`src/rtl/pdu_run_ctrl.sv`:
```
// pdu_run_ctrl: run/step clock-enable controller for the CPU core.
// Turns the board run switch and step button into a cpu_ce strobe.
// Supports multi-cycle stepping and NUM_BP PC breakpoints with sticky
// hit flags. The core is always clocked and qualifies on cpu_ce.

// One input channel: a 2-FF synchroniser followed by a debouncer. The
// debounced level follows the synchronised input only after the two have
// disagreed for DB_CNT consecutive cycles; any agreement restarts the count.
module pdu_run_ctrl_sync_db #(
  parameter int DB_CNT = 100000,
  parameter int DB_W   = 17
) (
  input  logic clk,
  input  logic rst,
  input  logic raw,
  output logic level
);
  logic            s1_q, s1_d;
  logic            s2_q, s2_d;
  logic            db_q, db_d;
  logic [DB_W-1:0] cnt_q, cnt_d;

  // Next synchroniser stages and disagreement counter.
  always_comb begin
    s1_d  = raw;
    s2_d  = s1_q;
    db_d  = db_q;
    cnt_d = '0;
    if (s2_q != db_q) begin
      if (cnt_q == DB_W'(DB_CNT - 1)) db_d = s2_q;
      else                            cnt_d = cnt_q + 1'b1;
    end
  end

  // Register the channel; reset clears everything to a released input.
  always_ff @(posedge clk) begin
    if (!rst) begin
      s1_q  <= 1'b0;
      s2_q  <= 1'b0;
      db_q  <= 1'b0;
      cnt_q <= '0;
    end else begin
      s1_q  <= s1_d;
      s2_q  <= s2_d;
      db_q  <= db_d;
      cnt_q <= cnt_d;
    end
  end

  assign level = db_q;
endmodule

// One breakpoint comparator lane.
module pdu_run_ctrl_bp_cmp #(
  parameter int PC_W = 32
) (
  input  logic            en,
  input  logic [PC_W-1:0] addr,
  input  logic [PC_W-1:0] pc,
  output logic            match
);
  assign match = en && (pc == addr);
endmodule

module pdu_run_ctrl #(
  parameter int PC_W   = 32,
  parameter int NUM_BP = 2,
  parameter int STEP_W = 8,
  parameter int DB_CNT = 100000,
  parameter int DB_W   = 17
) (
  input  logic                   clk,
  input  logic                   rst,
  input  logic                   run,
  input  logic                   step,
  input  logic [STEP_W-1:0]      step_cnt,
  input  logic [NUM_BP-1:0]      bp_en,
  input  logic [NUM_BP*PC_W-1:0] bp_addr,
  input  logic [PC_W-1:0]        pc,
  output logic                   cpu_ce,
  output logic                   halted,
  output logic [NUM_BP-1:0]      bp_hit,
  output logic [31:0]            cycle_cnt
);
  typedef enum logic [1:0] {
    ST_HALT = 2'd0,
    ST_RUN  = 2'd1,
    ST_STEP = 2'd2
  } state_t;

  state_t              state_q, state_d;
  logic                halted_q, halted_d;
  logic                run_armed_q, run_armed_d;
  logic                resume_mask_q, resume_mask_d;
  logic                step_prev_q, step_prev_d;
  logic [NUM_BP-1:0]   bp_hit_q, bp_hit_d;
  logic [STEP_W-1:0]   rem_q, rem_d;
  logic [31:0]         cycle_cnt_q, cycle_cnt_d;

  logic                run_db, step_db, step_pulse, bp_match;
  logic [NUM_BP-1:0]   match;

  // Conditioning for both raw controls: lane 0 = run, lane 1 = step.
  pdu_run_ctrl_sync_db #(.DB_CNT(DB_CNT), .DB_W(DB_W)) u_db [1:0] (
    .clk   (clk),
    .rst   (rst),
    .raw   ({step, run}),
    .level ({step_db, run_db})
  );

  // One comparator per breakpoint; lane i sees bp_addr[i*PC_W +: PC_W].
  pdu_run_ctrl_bp_cmp #(.PC_W(PC_W)) u_cmp [NUM_BP-1:0] (
    .en    (bp_en),
    .addr  (bp_addr),
    .pc    (pc),
    .match (match)
  );

  assign step_pulse = step_db && !step_prev_q;
  // The mask lets a resume execute the instruction it halted on once.
  assign bp_match   = (|match) && !resume_mask_q;
  // Gated by rst so a reset mid-run never leaks an extra enable cycle.
  assign cpu_ce     = rst && (state_q != ST_HALT) && !bp_match;

  // Next-state, breakpoint bookkeeping and step counting.
  always_comb begin
    state_d       = state_q;
    bp_hit_d      = bp_hit_q;
    rem_d         = rem_q;
    step_prev_d   = step_db;
    run_armed_d   = run_db ? run_armed_q : 1'b1;
    resume_mask_d = cpu_ce ? 1'b0 : resume_mask_q;
    cycle_cnt_d   = cycle_cnt_q + {31'd0, cpu_ce};
    case (state_q)
      ST_HALT: begin
        if (run_db && run_armed_q) begin
          state_d  = ST_RUN;
          bp_hit_d = '0;
        end else if (step_pulse) begin
          state_d  = ST_STEP;
          bp_hit_d = '0;
          rem_d    = (step_cnt == '0) ? STEP_W'(1) : step_cnt;
        end
      end
      ST_RUN: begin
        if (bp_match) begin
          state_d       = ST_HALT;
          bp_hit_d      = match;
          run_armed_d   = 1'b0;
          resume_mask_d = 1'b1;
        end else if (!run_db) begin
          state_d = ST_HALT;
        end
      end
      ST_STEP: begin
        // run and further step presses are deliberately ignored here.
        if (bp_match) begin
          state_d       = ST_HALT;
          bp_hit_d      = match;
          resume_mask_d = 1'b1;
        end else begin
          rem_d = rem_q - 1'b1;
          if (rem_q == STEP_W'(1)) state_d = ST_HALT;
        end
      end
      default: state_d = ST_HALT;
    endcase
    halted_d = (state_d == ST_HALT);
  end

  // Controller state registers.
  always_ff @(posedge clk) begin
    if (!rst) begin
      state_q       <= ST_HALT;
      halted_q      <= 1'b1;
      run_armed_q   <= 1'b1;
      resume_mask_q <= 1'b0;
      step_prev_q   <= 1'b0;
      bp_hit_q      <= '0;
      rem_q         <= '0;
      cycle_cnt_q   <= '0;
    end else begin
      state_q       <= state_d;
      halted_q      <= halted_d;
      run_armed_q   <= run_armed_d;
      resume_mask_q <= resume_mask_d;
      step_prev_q   <= step_prev_d;
      bp_hit_q      <= bp_hit_d;
      rem_q         <= rem_d;
      cycle_cnt_q   <= cycle_cnt_d;
    end
  end

  assign halted    = halted_q;
  assign bp_hit    = bp_hit_q;
  assign cycle_cnt = cycle_cnt_q;
endmodule
```
`config.mk`:
```
export PLATFORM = sky130hd
export DESIGN_NAME = pdu_run_ctrl
export DESIGN_NICKNAME = d
export VERILOG_FILES = /design/src/rtl/pdu_run_ctrl.sv
export SDC_FILE = /design/constraint.sdc
export NUM_CORES = 1
export LEC_CHECK = 0
export ABC_AREA = 0
export CAP_MARGIN = 30
export CORE_ASPECT_RATIO = 2
export CORE_MARGIN = 2
export CORE_UTILIZATION = 26
export CTS_BUF_LIST = sky130_fd_sc_hd__clkbuf_2 sky130_fd_sc_hd__clkbuf_4 sky130_fd_sc_hd__clkbuf_8
export DETAILED_ROUTE_END_ITERATION = 10
export GPL_TIMING_DRIVEN = 0
export MAX_ROUTING_LAYER = met4
export PLACE_DENSITY_LB_ADDON = 0.1
export SYNTH_ARGS = -nofsm -noshare
export SYNTH_HDL_FRONTEND = slang
export SYNTH_HIERARCHICAL = 1
export SYNTH_SLANG_ARGS = --single-unit
```
`constraint.sdc`:
```
create_clock -name clk -period 3.2 [get_ports clk]
set_clock_uncertainty 0.05 [all_clocks]
set_input_delay 0.64 -clock clk [delete_from_list [all_inputs] [get_ports clk]]
set_output_delay 0.64 -clock clk [all_outputs]
set_load 0.05 [all_outputs]
```
==> metrics.log, run 1 <==
[metrics] # nets final: between 800 and 900
[metrics] number of distinct library cells after synthesis: 54
[metrics] top cell type by total area after synthesis: dfxtp_1
[metrics] number of levels in the clock H-tree: 3
[metrics] placeable core area: around 0.019 mm2
[metrics] average size of a mapped cell: a little under 9 um2
[metrics] maximum number of pins on one net before global-route repair: 17
[metrics] unrepaired setup endpoints after global routing: yes
[metrics] series of cell instances along the critical path: buf_2 > xor2_1 > nor4_2 > nand4_1 > nor3_4 > o21ba_4 > nor3_4 > ha_4 > ha_4 > nand2_4 > or4_4 > buf_6 > or4_4 > a21oi_2
[metrics] final setup fails: 0
[metrics] drt total wl: 15,400 um
[metrics] routed via count: ~4,700
[metrics] number of violations reported at the end of detailed-routing iteration 0: 108
[metrics] fraction of the cycle the final worst path needs: between 90% and 100%
[metrics] post-synth net total: between 600 and 700
[metrics] largest fanout of any net on the critical path: 5
[metrics] data arrival time of the critical path: between 3 and 4 ns
[metrics] first-pass GRT wire length: about 25,000 um
[metrics] final hold slack: ~0.41 ns
[metrics] final count of pins violating max slew: 0
[metrics] insertion delay of the later-clocked pin in the worst-skew pair: 0.36 ns
[metrics] YS warnings: 6
[metrics] number of maximum-capacitance constraint violations: 0
[metrics] proportion of netlist area held by the largest area contributor: between 30% and 40%
[metrics] setup slack after layout: between 0.08 and 0.09 ns
[metrics] HPWL after detailed placement: about 12,000 um
[metrics] Yosys reg bits: a little under 90
[metrics] leading post-synthesis cells by cell area: dfxtp_1 (35%), xor2_1 (15%), nor2_1 (3.5%), xnor2_1 (3.0%), a21oi_1 (2.6%)
[metrics] leading register cell type out of synthesis: dfxtp_1
[metrics] length of the first detailed-routing pass in iterations: 4
[metrics] TritonCTS Buffers: 9
[metrics] number of I/O pins: ~150
[metrics] # clock sinks: 88
[metrics] number of input and output port buffers inserted: ~150
[metrics] layout-stage area growth over the synthesis result: 40.0%
[metrics] Setup crit start kind: primary input
[metrics] total global routing overflow: 0
[metrics] post-layout minimum cycle time: between 3 and 4 ns
[metrics] pwr dens: about 300 mW/mm2
[metrics] clock tree from TritonCTS: yes
[metrics] CTS clk-pin slew, worst paths: roughly 0.09 ns
[metrics] critical path endpoint category: flop
[metrics] Worst Tran Pin Value: 0.756 ns
[metrics] normalized max-slew margin: approximately half
[metrics] starting density of the core: 26.5%
[metrics] Post-synth EDFFs: 0
[metrics] Highest Clock Rate: approximately 0.32 GHz
[metrics] static power due to leakage: ~2.5 nW
[metrics] average wire per standard cell: about 16 um
[metrics] share of layout cells above drive strength 1: 25.4%
[metrics] last weighted congestion value of the routability-driven placer: 0.822
[metrics] path type of the worst setup path: in -> reg
[metrics] number of antenna violations at the first check in global routing: 0
[metrics] global router's overall resource usage: around 16%
[metrics] remaining number of nets flagged by the antenna check after routing: 0
[metrics] instance count of the mapped netlist: approximately 570
[metrics] Async SR Flop Fraction: 0%
[metrics] count of endpoints failing hold in the final timing report: 0
[metrics] clock tree buffer depth: 2
[metrics] sequential-to-total area share from yosys stat: a little over a third
[metrics] count of unresolved DRC violations after routing: 0
[metrics] total standard cell area after synthesis: roughly 0.0050 mm2
[metrics] overall die area: 0.0203 mm2
[metrics] CTS Root Buffer Type: clkbuf_8
[metrics] required time reported for the critical path endpoint: about 3.5 ns
[metrics] die width: about 100 um
[metrics] post-detailed-route via-to-cell ratio: about 4.8
[metrics] cell type of the slowest stage on the worst timing path: or4_4
[metrics] peak supply drop: 0.000186 V
[metrics] via count of the first global-routing pass: ~4,900
[metrics] pre-CTS setup slack: -1.40 ns
[metrics] status: finished clean
[metrics] # rows: 71
[metrics] delay contributed by the slowest stage of the critical path: roughly 0.55 ns
[metrics] Tightest Hold Check Type: reg -> reg
[metrics] Chip Height: 200 um
[metrics] number of diodes added for antenna fixing: 0
==> final timing paths <==
check	from	to	slack, ns	cells after the start
max	pc[19]	cycle_cnt[22]	0.08	14
min	u_db[0]/s1_q	u_db[0]/s2_q	0.41	1
max reg2reg	state_q[0]	cycle_cnt[22]	0.33	10
min reg2reg	u_db[0]/s1_q	u_db[0]/s2_q	0.41	1
==> cells by family (layout without fill, tap and decap cells) <==
family	count (synthesis)	in the layout	synth area share, %
flip-flops	88	88	35.4
buffers and inverters	34	202	3.02
multiplexers	9	9	1.81
AO/OA/AOI/OAI	86	86	11.4
adder cells (fa/ha/maj)	10	10	2.52
XOR/XNOR	101	101	17.8
AND/OR/NAND/NOR	237	237	28.0
==> synthesized netlist by cell type (7+ instances only) <==
cell and count:
a21oi_1 26, and2_1 9, and4_1 7, clkbuf_1 11, dfxtp_1 88, ha_1 10
inv_1 14, mux2i_1 9, nand2_1 34, nand3_1 26, nand4_1 14, nor2_1 47
nor3_1 12, nor4_1 20, o21ai_0 15, o31ai_1 11, o41ai_1 8, or3_1 7
or4_1 17, xnor2_1 17, xor2_1 84
==> layout by cell type (no fill, tap or decap), types with 4 or more instances in the layout <==
cell / Yosys / routed
a21oi_1: 26 / 24
a31oi_1: 5 / 5
and2_1: 9 / 9
and3_1: 6 / 6
and4_1: 7 / 7
buf_2: 6 / 7
buf_4: 0 / 10
buf_6: 2 / 15
clkbuf_1: 11 / 9
clkbuf_2: 0 / 71
clkbuf_8: 0 / 10
clkdlybuf4s15_1: 0 / 7
clkdlybuf4s50_1: 0 / 47
dfxtp_1: 88 / 88
ha_1: 10 / 8
inv_1: 14 / 14
mux2i_1: 9 / 8
nand2_1: 34 / 33
nand2b_1: 6 / 6
nand3_1: 26 / 26
nand3_2: 4 / 4
nand4_1: 14 / 14
nor2_1: 47 / 47
nor2b_1: 6 / 6
nor3_1: 12 / 10
nor4_1: 20 / 8
nor4_2: 0 / 12
nor4b_1: 4 / 4
o21ai_0: 15 / 15
o311ai_0: 6 / 6
o31ai_1: 11 / 10
o41ai_1: 8 / 8
or3_1: 7 / 7
or4_1: 17 / 14
or4_4: 1 / 4
xnor2_1: 17 / 17
xor2_1: 84 / 65
xor2_2: 0 / 19
==> registers in the layout (all words and copies together) (netlist names), 2 cells and up <==
name        flops
u_db/s1_q       2
u_db/level      2
u_db/s2_q       2
u_db/cnt_q     34
state_q         2
bp_hit          2
rem_q           8
cycle_cnt      32
==> metrics by stage <==
step / total power [mW] / instances / TNS, ns / cell area [um2] / util, %
6_report: 2.07 / 988 / 0 / 6960 / 37.1
5_1_grt: 2.16 / 988 / -0.0998 / 6960 / 37.1
4_1_cts: 2.10 / 987 / 0 / 7030 / 37.5
3_5_place_dp: 1.39 / 965 / -37.32 / 6810 / 36.3
3_3_place_gp: 1.38 / 965 / -34.63 / 6810 / 36.3
2_1_floorplan: 1.21 / 565 / -3.22 / 5040 / -
==> worst max-delay path, delay by kind of cell <==
family	cells	cell delay, ns
simple gates	7	1.58
fa+ha+maj	2	0.36
compound gates	2	0.34
xor+xnor	1	0.21
buf+inv	2	0.24
==> final cells by class <==
class / instances / area (um2)
Tap cell: 255 / 319
Clock buffer: 10 / 138
Multi-Input combinational cell: 443 / 3380
Buffer: 19 / 115
Sequential cell: 88 / 1760
Clock inverter: 6 / 45.0
Inverter: 15 / 57.6
Timing Repair Buffer: 152 / 1150
Fill cell: 2006 / 11800
==> routing by layer <==
metal,GRT usage [%],wire length (um),part of all wire [%],vias up
met4,6.61,489,3.2,0
met3,1.85,337,2.2,33
met2,30.5,9040,59,86
met5,-,0,0,-
li1,-,-,-,2355
met1,15.5,5580,36,2267
==> power breakdown <==
part / internal (mW) / leakage [nW] / switching, mW
Clock: 0.305 / 0.0845 / 0.421
Combinational: 0.127 / 1.71 / 0.119
Sequential: 1.10 / 0.710 / 0.00189
==> repair_timing <==
| action | in CTS | in global routing |
|---|---|---|
| pin swaps | 61 | 34 |
| hold buffers | 0 | 0 |
| resized for setup | 180 | 191 |
| setup buffers | 6 | 1 |
| setup endpoints to repair | 36 | 15 |
Power figures use the tool's default switching activity.
==> run 2, diff against run 1 <==
--- a/config.mk
+++ b/config.mk
@@ -8,13 +8,14 @@
 export ABC_AREA = 0
 export CAP_MARGIN = 30
 export CORE_ASPECT_RATIO = 2
-export CORE_MARGIN = 2
+export CORE_MARGIN = 1
 export CORE_UTILIZATION = 26
 export CTS_BUF_LIST = sky130_fd_sc_hd__clkbuf_2 sky130_fd_sc_hd__clkbuf_4 sky130_fd_sc_hd__clkbuf_8
 export DETAILED_ROUTE_END_ITERATION = 10
 export GPL_TIMING_DRIVEN = 0
 export MAX_ROUTING_LAYER = met4
 export PLACE_DENSITY_LB_ADDON = 0.1
+export SLEW_MARGIN = 0
 export SYNTH_ARGS = -nofsm -noshare
 export SYNTH_HDL_FRONTEND = slang
 export SYNTH_HIERARCHICAL = 1
==> metrics.log, run 2 (synthesis results as in run 1) <==
[metrics] TritonCTS Buffers: 9 (unchanged)
[metrics] cell type of the slowest stage on the worst timing path: or4_4
[metrics] CTS Root Buffer Type: clkbuf_8
[metrics] number of violations reported at the end of detailed-routing iteration 0: 89 (-18%)
[metrics] top register by number of flip-flops: u_db/cnt_q
[metrics] last weighted congestion value of the routability-driven placer: 0.867 (+5.5%)
[metrics] Chip Height: 198 um (-1.0%)
[metrics] Setup crit start kind: primary input
[metrics] starting density of the core: 26.5% (unchanged)
[metrics] fraction of the cycle the final worst path needs: 99.1% (+1.6 points)
[metrics] # nets final: 852 (+0.47%)
[metrics] final setup fails: 0 (unchanged)
[metrics] number of maximum-capacitance constraint violations: 0 (unchanged)
[metrics] maximum number of pins on one net before global-route repair: 17 (unchanged)
[metrics] delay contributed by the slowest stage of the critical path: 0.50 ns (-0.05 ns)
[metrics] unrepaired setup endpoints after global routing: yes
[metrics] drt total wl: 15,400 um (-0.41%)
[metrics] flip-flop count of the largest register after layout: 34 (unchanged)
[metrics] count of unresolved DRC violations after routing: 0 (unchanged)
[metrics] Post-Route Utilization: 38.0% (+0.86 points)
[metrics] clock tree buffer depth: 2 (unchanged)
[metrics] peak supply drop: 0.000157 V (-16%)
[metrics] average wire per standard cell: 15.4 um (-1.3%)
[metrics] total global routing overflow: 0 (unchanged)
[metrics] post-detailed-route via-to-cell ratio: 4.81 (+0.25%)
[metrics] sum of internal, switching and leakage power: 2.15 mW (+3.9%)
[metrics] # rows: 71 (unchanged)
[metrics] first-pass GRT wire length: 24,200 um (-1.5%)
[metrics] number of antenna violations at the first check in global routing: 5 (+5)
[metrics] number of input and output port buffers inserted: 145 (unchanged)
[metrics] clock tree from TritonCTS: yes
[metrics] via count of the first global-routing pass: 4,855 (-1.5%)
[metrics] HPWL after detailed placement: 12,200 um (-0.51%)
[metrics] critical path endpoint category: flop
[metrics] overall die area: 0.0197 mm2 (-2.9%)
[metrics] largest fanout of any net on the critical path: 8 (+3)
[metrics] global router's overall resource usage: 16.2% (+0.37 points)
[metrics] data arrival time of the critical path: 3.40 ns (+0.03 ns)
[metrics] most frequent standard cell in the layout excluding fill and tap cells: dfxtp_1
[metrics] count of endpoints failing hold in the final timing report: 0 (unchanged)
[metrics] length of the first detailed-routing pass in iterations: 4 (unchanged)
[metrics] post-layout minimum cycle time: 3.17 ns (+0.0520 ns)
[metrics] layout-stage area growth over the synthesis result: 43.3%
[metrics] worst path buffer plus inverter count: 2 (unchanged)
[metrics] status: finished clean
[metrics] pwr dens: 302 mW/mm2 (+1.5%)
[metrics] series of cell instances along the critical path: dlygate4sd2_1 > xor2_1 > nor4_2 > nand4_1 > nor3_4 > o21ba_4 > nor3_4 > ha_4 > ha_4 > nand2_4 > or4_4 > buf_6 > or4_4 > a21oi_2
[metrics] CTS clk-pin slew, worst paths: 0.09 ns (about the same)
[metrics] number of buffers inserted by hold repair at cts: 0 (unchanged)
[metrics] Post-Layout Cell Count: 997 (+0.91%)
[metrics] remaining number of nets flagged by the antenna check after routing: 0 (unchanged)
[metrics] insertion delay of the later-clocked pin in the worst-skew pair: 0.36 ns (about the same)
[metrics] Tightest Hold Check Type: reg -> reg
[metrics] placeable core area: 0.0187 mm2 (unchanged)
[metrics] Placed Cells: 965 (unchanged)
[metrics] Worst Tran Pin Value: 0.889 ns (+0.133 ns)
[metrics] required time reported for the critical path endpoint: 3.43 ns (-0.02 ns)
[metrics] normalized max-slew margin: 40.2% (-8.9 points)
[metrics] path type of the worst setup path: in -> reg
[metrics] share of layout cells above drive strength 1: 11.7% (-14 points)
[metrics] routed via count: 4,796 (+1.2%)
[metrics] static power due to leakage: 2.60 nW (+3.8%)
[metrics] number of I/O pins: 146 (unchanged)
[metrics] number of levels in the clock H-tree: 3 (unchanged)
[metrics] highest-count cells in the layout ignoring fill and taps: dfxtp_1 (88), xor2_1 (82), dlygate4sd2_1 (80), nor2_1 (47), clkdlybuf4s50_1 (47)
[metrics] Highest Clock Rate: 0.315 GHz (-1.6%)
[metrics] final count of pins violating max slew: 0 (unchanged)
[metrics] final hold slack: 0.408 ns (+0.00108 ns)
[metrics] # clock sinks: 88 (unchanged)
[metrics] die width: 99.8 um (-2.0%)
[metrics] Largest delay share family, worst path: simple AND/OR/NAND/NOR gates
[run 2: changes by cell type in the layout (fill, tap and decap cells not counted), moves of 5 or more]
cell / previous run / this run
dlygate4sd2_1: 2 / 80
clkbuf_2: 71 / 5
xor2_1: 65 / 82
xor2_2: 19 / 2
buf_6: 15 / 5
diode_2: 0 / 5
[run 2: power breakdown]
group | leakage, nW | internal [mW] | switching (mW)
Sequential | 0.710 | 1.10 | 0.00176
Clock | 0.106 | 0.409 | 0.412
Combinational | 1.79 | 0.124 | 0.107
[run 2: final timing paths]
kind           startpoint            end  slack, ns  cells after the start
max                pc[19]  cycle_cnt[28]       0.03                     14
min          u_db[1]/s1_q   u_db[1]/s2_q       0.41                      1
min reg2reg  u_db[1]/s1_q   u_db[1]/s2_q       0.41                      1
max reg2reg    state_q[0]  cycle_cnt[28]       0.40                     10
[run 2: worst reg2reg max path: cells and delay by family (launching register included)]
family | cells | cell delay, ns
and+or+nand+nor | 4 | 1.24
adders and majority gates | 3 | 0.68
buffers and inverters | 2 | 0.26
DFF | 1 | 0.37
AOI/OAI and AO/OA | 1 | 0.12
[run 2: timing repair]
item	4_1_cts	5_1_grt
setup endpoints to repair	36	8
hold endpoints to repair	0	0
pin swaps	58	5
gates resized for setup	125	22
cloned	0	0
buffers inserted	9	2
[run 2: layer usage]
layer	part of all wire (%)	track usage, %	routed length (um)	up-vias
met5	0	-	0	-
met4	2.8	6.43	424	0
met3	2.8	2.62	432	25
met2	58	31.8	8970	99
met1	36	15.2	5560	2279
li1	-	-	-	2393
[run 2: stage by stage]
stage / instance area (um2) / worst slack, ns / TNS [ns]
floorplan: 5040 / -0.344 / -3.22
global placement: 6810 / -1.35 / -35.46
detailed placement: 6810 / -1.35 / -36.09
CTS: 7060 / 0.000786 / 0
global route: 7120 / -0.0552 / -0.141
finish: 7120 / 0.0292 / 0
[run 2: final cells by class]
class | count | area [um2]
diodes | 5 | 12.5
plain buffers | 19 | 115
clock buffers | 11 | 151
clock inverters | 5 | 63.8
fillers | 1944 | 11600
inverters | 15 | 57.6
multi-input cells | 443 | 3230
flip-flops and latches | 88 | 1760
well taps | 255 | 319
repair buffers | 156 | 1410
